==> src/rtl/sa_axaddr_wrr_qos_arb.sv <==
// sa_axaddr_wrr_qos_arb: weighted round-robin AxADDR arbiter with QoS priority,
// registered slave stage, outstanding limiter and write-order FIFO feed.
module sa_axaddr_wrr_qos_arb #(
  parameter int MST_AMT = 4,
  parameter logic [0:MST_AMT*32-1] MST_WEIGHT = {MST_AMT{32'd1}},
  parameter int MST_ID_W = $clog2(MST_AMT),
  parameter int OUTSTANDING_AMT = 8,
  parameter bit QOS_EN = 1'b1,
  parameter int ADDR_WIDTH = 32,
  parameter int TRANS_MST_ID_W = 5,
  parameter int TRANS_BURST_W = 2,
  parameter int TRANS_DATA_LEN_W = 8,
  parameter int TRANS_DATA_SIZE_W = 3,
  parameter int TRANS_QOS_W = 4,
  parameter int TRANS_SLV_ID_W = TRANS_MST_ID_W + MST_ID_W,
  localparam int CNT_W = $clog2(OUTSTANDING_AMT + 1)
) (
  input  logic                                  ACLK_i,
  input  logic                                  ARESETn_i,
  input  logic [MST_AMT*TRANS_MST_ID_W-1:0]     dsp_AxID_i,
  input  logic [MST_AMT*ADDR_WIDTH-1:0]         dsp_AxADDR_i,
  input  logic [MST_AMT*TRANS_BURST_W-1:0]      dsp_AxBURST_i,
  input  logic [MST_AMT*TRANS_DATA_LEN_W-1:0]   dsp_AxLEN_i,
  input  logic [MST_AMT*TRANS_DATA_SIZE_W-1:0]  dsp_AxSIZE_i,
  input  logic [MST_AMT*TRANS_QOS_W-1:0]        dsp_AxQOS_i,
  input  logic [MST_AMT-1:0]                    dsp_AxVALID_i,
  output logic [MST_AMT-1:0]                    dsp_AxREADY_o,
  input  logic                                  xDATA_stall_i,
  input  logic                                  s_done_i,
  input  logic                                  s_AxREADY_i,
  output logic [TRANS_SLV_ID_W-1:0]             s_AxID_o,
  output logic [ADDR_WIDTH-1:0]                 s_AxADDR_o,
  output logic [TRANS_BURST_W-1:0]              s_AxBURST_o,
  output logic [TRANS_DATA_LEN_W-1:0]           s_AxLEN_o,
  output logic [TRANS_DATA_SIZE_W-1:0]          s_AxSIZE_o,
  output logic                                  s_AxVALID_o,
  output logic [MST_ID_W-1:0]                   xDATA_mst_id_o,
  output logic [TRANS_DATA_LEN_W-1:0]           xDATA_AxLEN_o,
  output logic                                  xDATA_fifo_order_wr_en_o,
  output logic [CNT_W-1:0]                      outst_cnt_o
);
  logic [MST_ID_W-1:0] grant, ptr, win;
  logic [31:0] credit, w_raw, win_weight;
  logic [TRANS_QOS_W-1:0] best_qos;
  logic [MST_AMT-1:0] cand;
  logic win_found, arb, load, stage_free, grant_valid, others_valid;
  logic [TRANS_MST_ID_W-1:0] sel_id;
  logic [ADDR_WIDTH-1:0] sel_addr;
  logic [TRANS_BURST_W-1:0] sel_burst;
  logic [TRANS_DATA_LEN_W-1:0] sel_len;
  logic [TRANS_DATA_SIZE_W-1:0] sel_size;
  int idx;
  assign grant_valid = dsp_AxVALID_i[grant];
  assign others_valid = |(dsp_AxVALID_i & ~(MST_AMT'(1) << grant));
  assign stage_free = !s_AxVALID_o || s_AxREADY_i;
  // A grant holding credit and a valid request is never preempted, even by higher QoS
  assign arb = |dsp_AxVALID_i && (credit == '0 || (!grant_valid && others_valid));
  assign load = ARESETn_i && grant_valid && credit != '0 && stage_free && !xDATA_stall_i
                && outst_cnt_o < CNT_W'(OUTSTANDING_AMT);
  assign sel_id = dsp_AxID_i[int'(grant)*TRANS_MST_ID_W +: TRANS_MST_ID_W];
  assign sel_addr = dsp_AxADDR_i[int'(grant)*ADDR_WIDTH +: ADDR_WIDTH];
  assign sel_burst = dsp_AxBURST_i[int'(grant)*TRANS_BURST_W +: TRANS_BURST_W];
  assign sel_len = dsp_AxLEN_i[int'(grant)*TRANS_DATA_LEN_W +: TRANS_DATA_LEN_W];
  assign sel_size = dsp_AxSIZE_i[int'(grant)*TRANS_DATA_SIZE_W +: TRANS_DATA_SIZE_W];
  assign dsp_AxREADY_o = load ? MST_AMT'(1) << grant : '0;
  assign xDATA_fifo_order_wr_en_o = load;
  assign xDATA_mst_id_o = grant;
  assign xDATA_AxLEN_o = load ? sel_len : '0;
  always_comb begin
    best_qos = '0;
    cand = '0;
    win = '0;
    win_found = 1'b0;
    w_raw = '0;
    idx = 0;
    for (int i = 0; i < MST_AMT; i++)
      if (dsp_AxVALID_i[i] && dsp_AxQOS_i[i*TRANS_QOS_W +: TRANS_QOS_W] > best_qos)
        best_qos = dsp_AxQOS_i[i*TRANS_QOS_W +: TRANS_QOS_W];
    for (int i = 0; i < MST_AMT; i++)
      cand[i] = dsp_AxVALID_i[i] && (!QOS_EN || dsp_AxQOS_i[i*TRANS_QOS_W +: TRANS_QOS_W] == best_qos);
    for (int k = 0; k < MST_AMT; k++) begin
      idx = int'(ptr) + k;
      idx = idx >= MST_AMT ? idx - MST_AMT : idx;
      if (!win_found && cand[idx]) begin
        win = MST_ID_W'(idx);
        win_found = 1'b1;
      end
    end
    for (int i = 0; i < MST_AMT; i++)
      if (win == MST_ID_W'(i)) w_raw = MST_WEIGHT[i*32 +: 32];
    win_weight = w_raw == '0 ? 32'd1 : w_raw;
  end
  always_ff @(posedge ACLK_i) begin
    if (!ARESETn_i) begin
      grant <= '0;
      credit <= '0;
      ptr <= '0;
    end else if (arb) begin
      grant <= win;
      credit <= win_weight;
      ptr <= win == MST_ID_W'(MST_AMT - 1) ? '0 : win + 1'b1;
    end else if (load) begin
      credit <= credit - 32'd1;
    end
  end
  always_ff @(posedge ACLK_i) begin
    if (!ARESETn_i)
      outst_cnt_o <= '0;
    else
      outst_cnt_o <= outst_cnt_o + CNT_W'(load) - CNT_W'(s_done_i && outst_cnt_o != '0);
  end
  always_ff @(posedge ACLK_i) begin
    if (!ARESETn_i) begin
      s_AxVALID_o <= 1'b0;
      s_AxID_o <= '0;
      s_AxADDR_o <= '0;
      s_AxBURST_o <= '0;
      s_AxLEN_o <= '0;
      s_AxSIZE_o <= '0;
    end else if (load) begin
      s_AxVALID_o <= 1'b1;
      s_AxID_o <= {grant, sel_id};
      s_AxADDR_o <= sel_addr;
      s_AxBURST_o <= sel_burst;
      s_AxLEN_o <= sel_len;
      s_AxSIZE_o <= sel_size;
    end else if (s_AxREADY_i) begin
      s_AxVALID_o <= 1'b0;
    end
  end
endmodule

==> config.mk <==
export PLATFORM = sky130hd
export DESIGN_NAME = sa_axaddr_wrr_qos_arb
export DESIGN_NICKNAME = d
export VERILOG_FILES = /design/src/rtl/sa_axaddr_wrr_qos_arb.sv
export SDC_FILE = /design/constraint.sdc
export NUM_CORES = 1
export LEC_CHECK = 0
export ABC_AREA = 1
export CORE_ASPECT_RATIO = 1.5
export CORE_MARGIN = 1
export CORE_UTILIZATION = 30
export DETAILED_ROUTE_END_ITERATION = 16
export GPL_ROUTABILITY_DRIVEN = 0
export HOLD_SLACK_MARGIN = 0.06
export PLACE_DENSITY = 0.7
export SLEW_MARGIN = 20
export SYNTH_ARGS = -nofsm -noshare
export SYNTH_HDL_FRONTEND = slang
export SYNTH_SLANG_ARGS = --single-unit
==> constraint.sdc <==
create_clock -name ACLK_i -period 4.6 [get_ports ACLK_i]
set_clock_uncertainty 0.05 [all_clocks]
set_input_delay 0.69 -clock ACLK_i [delete_from_list [all_inputs] [get_ports ACLK_i]]
set_output_delay 0.69 -clock ACLK_i [all_outputs]
set_load 0.01 [all_outputs]
# Word level (Yosys, flattened, before mapping)
# Index checks and enable logic that the tools add are counted.
[word_totals]
reg_bits = 93
output_inout_bits = 72
word_cells = 129
[classes]
n_addsub = 11
mul = 2
n_lt_le_gt_ge = 14
n_eq_ne = 7
shifts = 6
mux = 41
bitwise_logic = 2
reduce_logical = 36
[op_table]
columns = ["cell", "count"]
rows = [
  ["$mux 32", 10],
  ["$lt 32x4->1 const B", 4],
  ["$shiftx 128x8->32", 1],
  ["$logic_not 32->1", 2],
  ["$reduce_bool 32->1", 1],
  ["$shiftx 32x6->8", 1],
  ["$sub 32x1->32 const B", 1],
  ["$mux 4", 5],
  ["$shiftx 20x6->5", 1],
  ["$logic_and 1x1->1", 19],
  ["$eq 4x4->1", 4],
  ["$mux 1", 15],
  ["$gt 4x4->1", 3],
  ["$shiftx 12x5->3", 1],
  ["$sub 3x3->4 const B", 3],
  ["$bmux 1 s2", 5],
  ["$mux 2", 5],
  ["$ge 3x3->1 const B", 3],
  ["$mux 8", 1],
  ["$reduce_or 4->1", 2],
  ["$shiftx 8x4->2", 1],
  ["$add 2x2->3 const B", 2],
  ["$logic_not 1->1", 6],
  ["$mul 2x3->5 const B", 1],
  ["other kinds (19)", 22],
]

# Longest topological paths before layout
[depth]
ltp_word = 35
mapped_depth = 45
mapped_depth_nobuf = 45

# Worst setup path before layout
# No wires, ideal clock.
[synth_path]
path_type = "input port to flip-flop"
from = "input dsp_AxQOS_i[3]"
to = "register ptr[1]"
setup_time_ps = 111
t_arrival_ps = 4672
t_required_ps = 4439
path_slack_ps = -233
cell_stages = 41
path_buffers = 1
path_cell_list = "inv_1 -> nand3_1 -> nand3_1 -> ha_1 -> nand2_1 -> nor2_2 -> nor2_4 -> nand2_4 -> nand2_1 -> nand2_1 -> ha_1 -> nand2_1 -> nor2_1 -> a21oi_2 -> nand2_4 -> inv_2 -> nand2_1 -> nand2_1 -> [5 not listed] -> nand2_2 -> buf_4 -> nand3_1 -> nand3_1 -> nand3_1 -> nor2_2 -> nand2_1 -> nand2_1 -> nand2_1 -> nand2_1 -> nand2_2 -> nand2_1 -> nor2_1 -> a21oi_1 -> nor2_1 -> nand2_1 -> nand2_1 -> nor2_1"
[synth_via]
elab_chain_cells = 29
word_cells_on_any_way = 48
classes_between = "add/sub: 1; order compare: 4; eq/ne: 5; mux: 24; reduce/logical: 14"
[synth_lines]
columns = ["item", "line_no", "source"]
rows = [
  ["from (decl)", "25", "input logic [MST_AMT*TRANS_QOS_W-1:0] dsp_AxQOS_i,"],
  ["$gt 4x1->1", "77", "if (dsp_AxVALID_i[i] && dsp_AxQOS_i[i*TRANS_QOS_W +: TRANS_QOS_W] > best_qos)"],
  ["$logic_and 1x1->1", "77", ""],
  ["$mux 4", "77", ""],
  ["$gt 4x4->1", "77", ""],
  ["$logic_and 1x1->1", "77", ""],
  ["$mux 4", "77", ""],
  ["$gt 4x4->1", "77", ""],
  ["$logic_and 1x1->1", "77", ""],
  ["[13 not listed]", "--", ""],
  ["$logic_not 1->1", "84", "if (!win_found && cand[idx]) begin"],
  ["$logic_and 1x1->1", "84", ""],
  ["$mux 1", "84", ""],
  ["$logic_not 1->1", "84", ""],
  ["$logic_and 1x1->1", "84", ""],
  ["$mux 2 *", "84", ""],
  ["$add 2x1->2 or $eq 2x2->1 (tied branches)", "101", "ptr <= win == MST_ID_W'(MST_AMT - 1) ? '0 : win + 1'b1;"],
  ["$mux 2 *", "101", ""],
  ["to (signal assigned)", "101", ""],
  ["to (decl)", "42", "logic [MST_ID_W-1:0] grant, ptr, win;"],
]
# Every way passes the cells marked *; elsewhere a longest branch is shown, timed or not. The select of a mux whose other input is x is not followed.
# A chain may end at the register's enable or synchronous reset.

# Final worst setup path
[layout_path]
from = "input dsp_AxQOS_i[0]"
to = "register ptr[0]"
# The elaborated chain is that of the path after synthesis.

==> flow_summary_export.csv <==
group,metric,value,unit
run_status,violations,"setup timing",
die,die_width,118,µm
sta,rsz0062_at_grt,"true",
yosys,synth_top_cell_by_area,"dfxtp_1",
cells_and_area,diodes,0,
die,fp.coreArea,19800,µm²
run_status,run_status,"finished, violations left",
yosys,ys_warn_count,0,
clocking,clockRootBuffer,"clkbuf_16",
setup_path,crit_arrival,5260,ps
setup_path,slowest_delay,300,ps
place,portBuffers,296,
global_route,grt_util_all_layers,0.229,
die,initial_core_util,0.306,
power,p_comb_frac,0.563,
clocking,cts_made_buffers,9,
cells_and_area,final_common_cell,"clkdlybuf4s50_1",
place,postPlaceCellArea,9690,µm²
global_route,grt_pass1_wl,37.6,mm
min_path,whs_endpoint,"credit[30]",
setup_path,r2r_start,"xDATA_mst_id_o[1]",
setup_path,timing_worst_setup_path_type,"in2reg",
setup_path,cp.required,4820,ps
yosys,synth-seq-cells,93,
clocking,path_clk_slew,70,ps
power,p_per_area,375,nW/µm²
sta,hold_viol_final,0,
drt,drtIter0Drc,482,
die,dieArea,20800,µm²
yosys,synthArstFlopShare,0,
power,p_leak,4.54,nW
sta,fin_crit_sh,1.10,
yosys,syn_nets,1118,
setup_path,crit_fanout,7,
clocking,clock_latency,350,ps
die,die_y,176,µm
clocking,cts_sinks,93,
power,clkPwrFrac,0.187,
drt,ant_nets,0,
drt,wire_per_inst,17.2,µm
min_path,hp-start,"credit[30]",
place,dp_slack,-1160,ps
drt,viasPerCell,5.21,
yosys,synth_top_area_frac,0.308,
power,internal_power,0.00236,W
die,ios,297,
die,row_count,63,
sta,max_freq,198,MHz
global_route,grt_max_degree,50,
place,dp.cells,1435,
cells_and_area,nets,1454,
drt,drcViolationCount,0,
global_route,antenna_found_initial,0,
clocking,clock_path_buffers,2,
sta,worstMarginPinSlew,747,ps
power,sw_frac_of_total,0.417,
clocking,htree_levels,3,
min_path,min_path_type,"reg2reg",
min_path,whs_path_depth,1,
clocking,hold_buffers,0,
yosys,netlist_area,6050,µm²
yosys,ys_types,46,
yosys,synth_seq_area_share,0.308,
yosys,synth_edf_count,0,
setup_path,reg2reg_slack,1430,ps
sta,setup_viol,4,
cells_and_area,drive_gt1_frac,0.217,
drt,drt_wl_total,25.3,mm
sta,maxSlewViolCount,0,
run,drv_cap,0,
power,finalPower,0.00404,W
global_route,gr-total-overflow,0,
yosys,ys.flop_type,"dfxtp_1",
global_route,grt_pass1_vias,7271,
yosys,synth_area_leaders,"dfxtp_1 (31%), nand2_1 (8.2%), a21oi_1 (7.4%), a221oi_1 (6.1%), a22o_1 (6.1%)",
cells_and_area,design_area,10800,µm²
sta,layout_min_cycle_time,5040,ps
drt,drt-pass1-iter-count,5,
setup_path,end_kind,"register",
yosys,synthCells,874,
setup_path,timing.rr.end,"credit[28]",
setup_path,r2r_cells,11,
setup_path,cpMostUsedCell,"nand2_4",
drt,vias,7683,
sta,setup_slack,-444,ps
power,max-vdd-ir-drop,0.210,mV
yosys,syn_area_per_cell,6.93,µm²
setup_path,cp_slowest_cell,"ha_1",
place,dp_hpwl,18.6,mm
cells_and_area,final_cell_mix,"clkdlybuf4s50_1 (286), dfxtp_1 (93), nand2_1 (86)",
clocking,cts_tree,"done",
cells_and_area,stdcell_count,1474,
cells_and_area,area_growth,78.2,%
power,seqPwrFrac,0.250,
power,power_switching,0.00169,W
sta,slew_headroom,0.502,
setup_path,cp-start-kind,"primary input",
what timing repair did:
item                       CTS  global route
hold endpoints to repair     0             0
pin swaps                   56            75
gates cloned                 1             0
buffers inserted            15             9
setup endpoints to repair    4             4
gates resized for setup     78           101
sequential cells by signal, indices dropped and copies added, names as in the netlist:
| signal | cells |
|---|---|
| credit | 32 |
| outst_cnt_o | 4 |
| ptr | 2 |
| s_AxADDR_o | 32 |
| s_AxBURST_o | 2 |
| s_AxID_o | 7 |
| s_AxLEN_o | 8 |
| s_AxSIZE_o | 3 |
| s_AxVALID_o | 1 |
| xDATA_mst_id_o | 2 |
power by group through the flow:
| stage | Clock [W] | Sequential, W | Combinational, W |
|---|---|---|---|
| after floorplan | 0 | 0.00103 | 0.00116 |
| after global placement | 0 | 0.00102 | 0.00191 |
| after detailed placement | 0 | 0.00102 | 0.00193 |
| after CTS | 0.000780 | 0.00101 | 0.00202 |
| after global routing | 0.000808 | 0.00103 | 0.00248 |
| final | 0.000756 | 0.00101 | 0.00228 |
worst max path at each step:
stage                     start     end  slack, ps  depth (start not counted)
2_1_floorplan    dsp_AxQOS_i[0]  ptr[1]       -180                         41
3_3_place_gp     dsp_AxQOS_i[0]  ptr[1]      -1050                         41
3_5_place_dp     dsp_AxQOS_i[0]  ptr[1]      -1160                         41
4_1_cts        dsp_AxVALID_i[0]  ptr[1]       -170                         39
5_1_grt          dsp_AxQOS_i[0]  ptr[1]       -700                         40
6_report         dsp_AxQOS_i[0]  ptr[0]       -440                         39
cell families after synthesis:
| family | Yosys count | synth area share |
|---|---|---|
| adders and majority gates | 19 | 0.0405 |
| xor gates and xnor gates | 3 | 0.00434 |
| AOI/OAI and AO/OA | 281 | 0.296 |
| DFF | 93 | 0.308 |
| buffers and inverters | 141 | 0.0895 |
| and+or+nand+nor | 337 | 0.262 |
routing by layer:
| layer | vias to the layer above | global-route usage | routed length, µm |
|---|---|---|---|
| li1 | 3742 | - | - |
| met1 | 3527 | 0.268 | 10000 |
| met2 | 345 | 0.397 | 12400 |
| met3 | 69 | 0.0575 | 1910 |
| met4 | 0 | 0.0897 | 933 |
| met5 | - | 0 | 0 |
per-stage QoR:
step | hold slack, ps | setup TNS [ps] | utilization
final | 411 | -1570 | 0.545
after CTS | 417 | -354 | 0.520
after global placement | 393 | -3940 | 0.490
after global routing | 436 | -2550 | 0.545
after detailed placement | 403 | -4330 | 0.490
after floorplan | 379 | -398 | -
cells in the mapped netlist, types with 5 or more instances:
cell / instances
o21ai_0: 67
clkbuf_1: 38
nor3_1: 5
inv_2: 13
dfxtp_1: 93
nand2_1: 132
nor2_4: 6
nand2_2: 13
inv_1: 81
o21ai_1: 9
nand3_2: 5
a22o_1: 42
nand4_1: 7
a221oi_1: 42
a22oi_1: 8
a31oi_1: 10
nand3_1: 69
nor2_1: 81
ha_1: 18
a21oi_1: 89
cell type report:
cell class	instances	area [µm²]
Tap cell	260	325
Fill cell	1808	8990
Timing Repair Buffer	367	3500
Inverter	98	383
Clock buffer	9	225
Multi-Input combinational cell	641	4420
Sequential cell	93	1860
Clock inverter	6	73.8
worst max-delay path: cells and delay by family:
family	cells	cell delay, ps
and+or+nand+nor	28	2810
AOI/OAI and AO/OA	3	460
buffers and inverters	5	560
adders and majority gates	3	730
(Power assumes the default switching activity.)
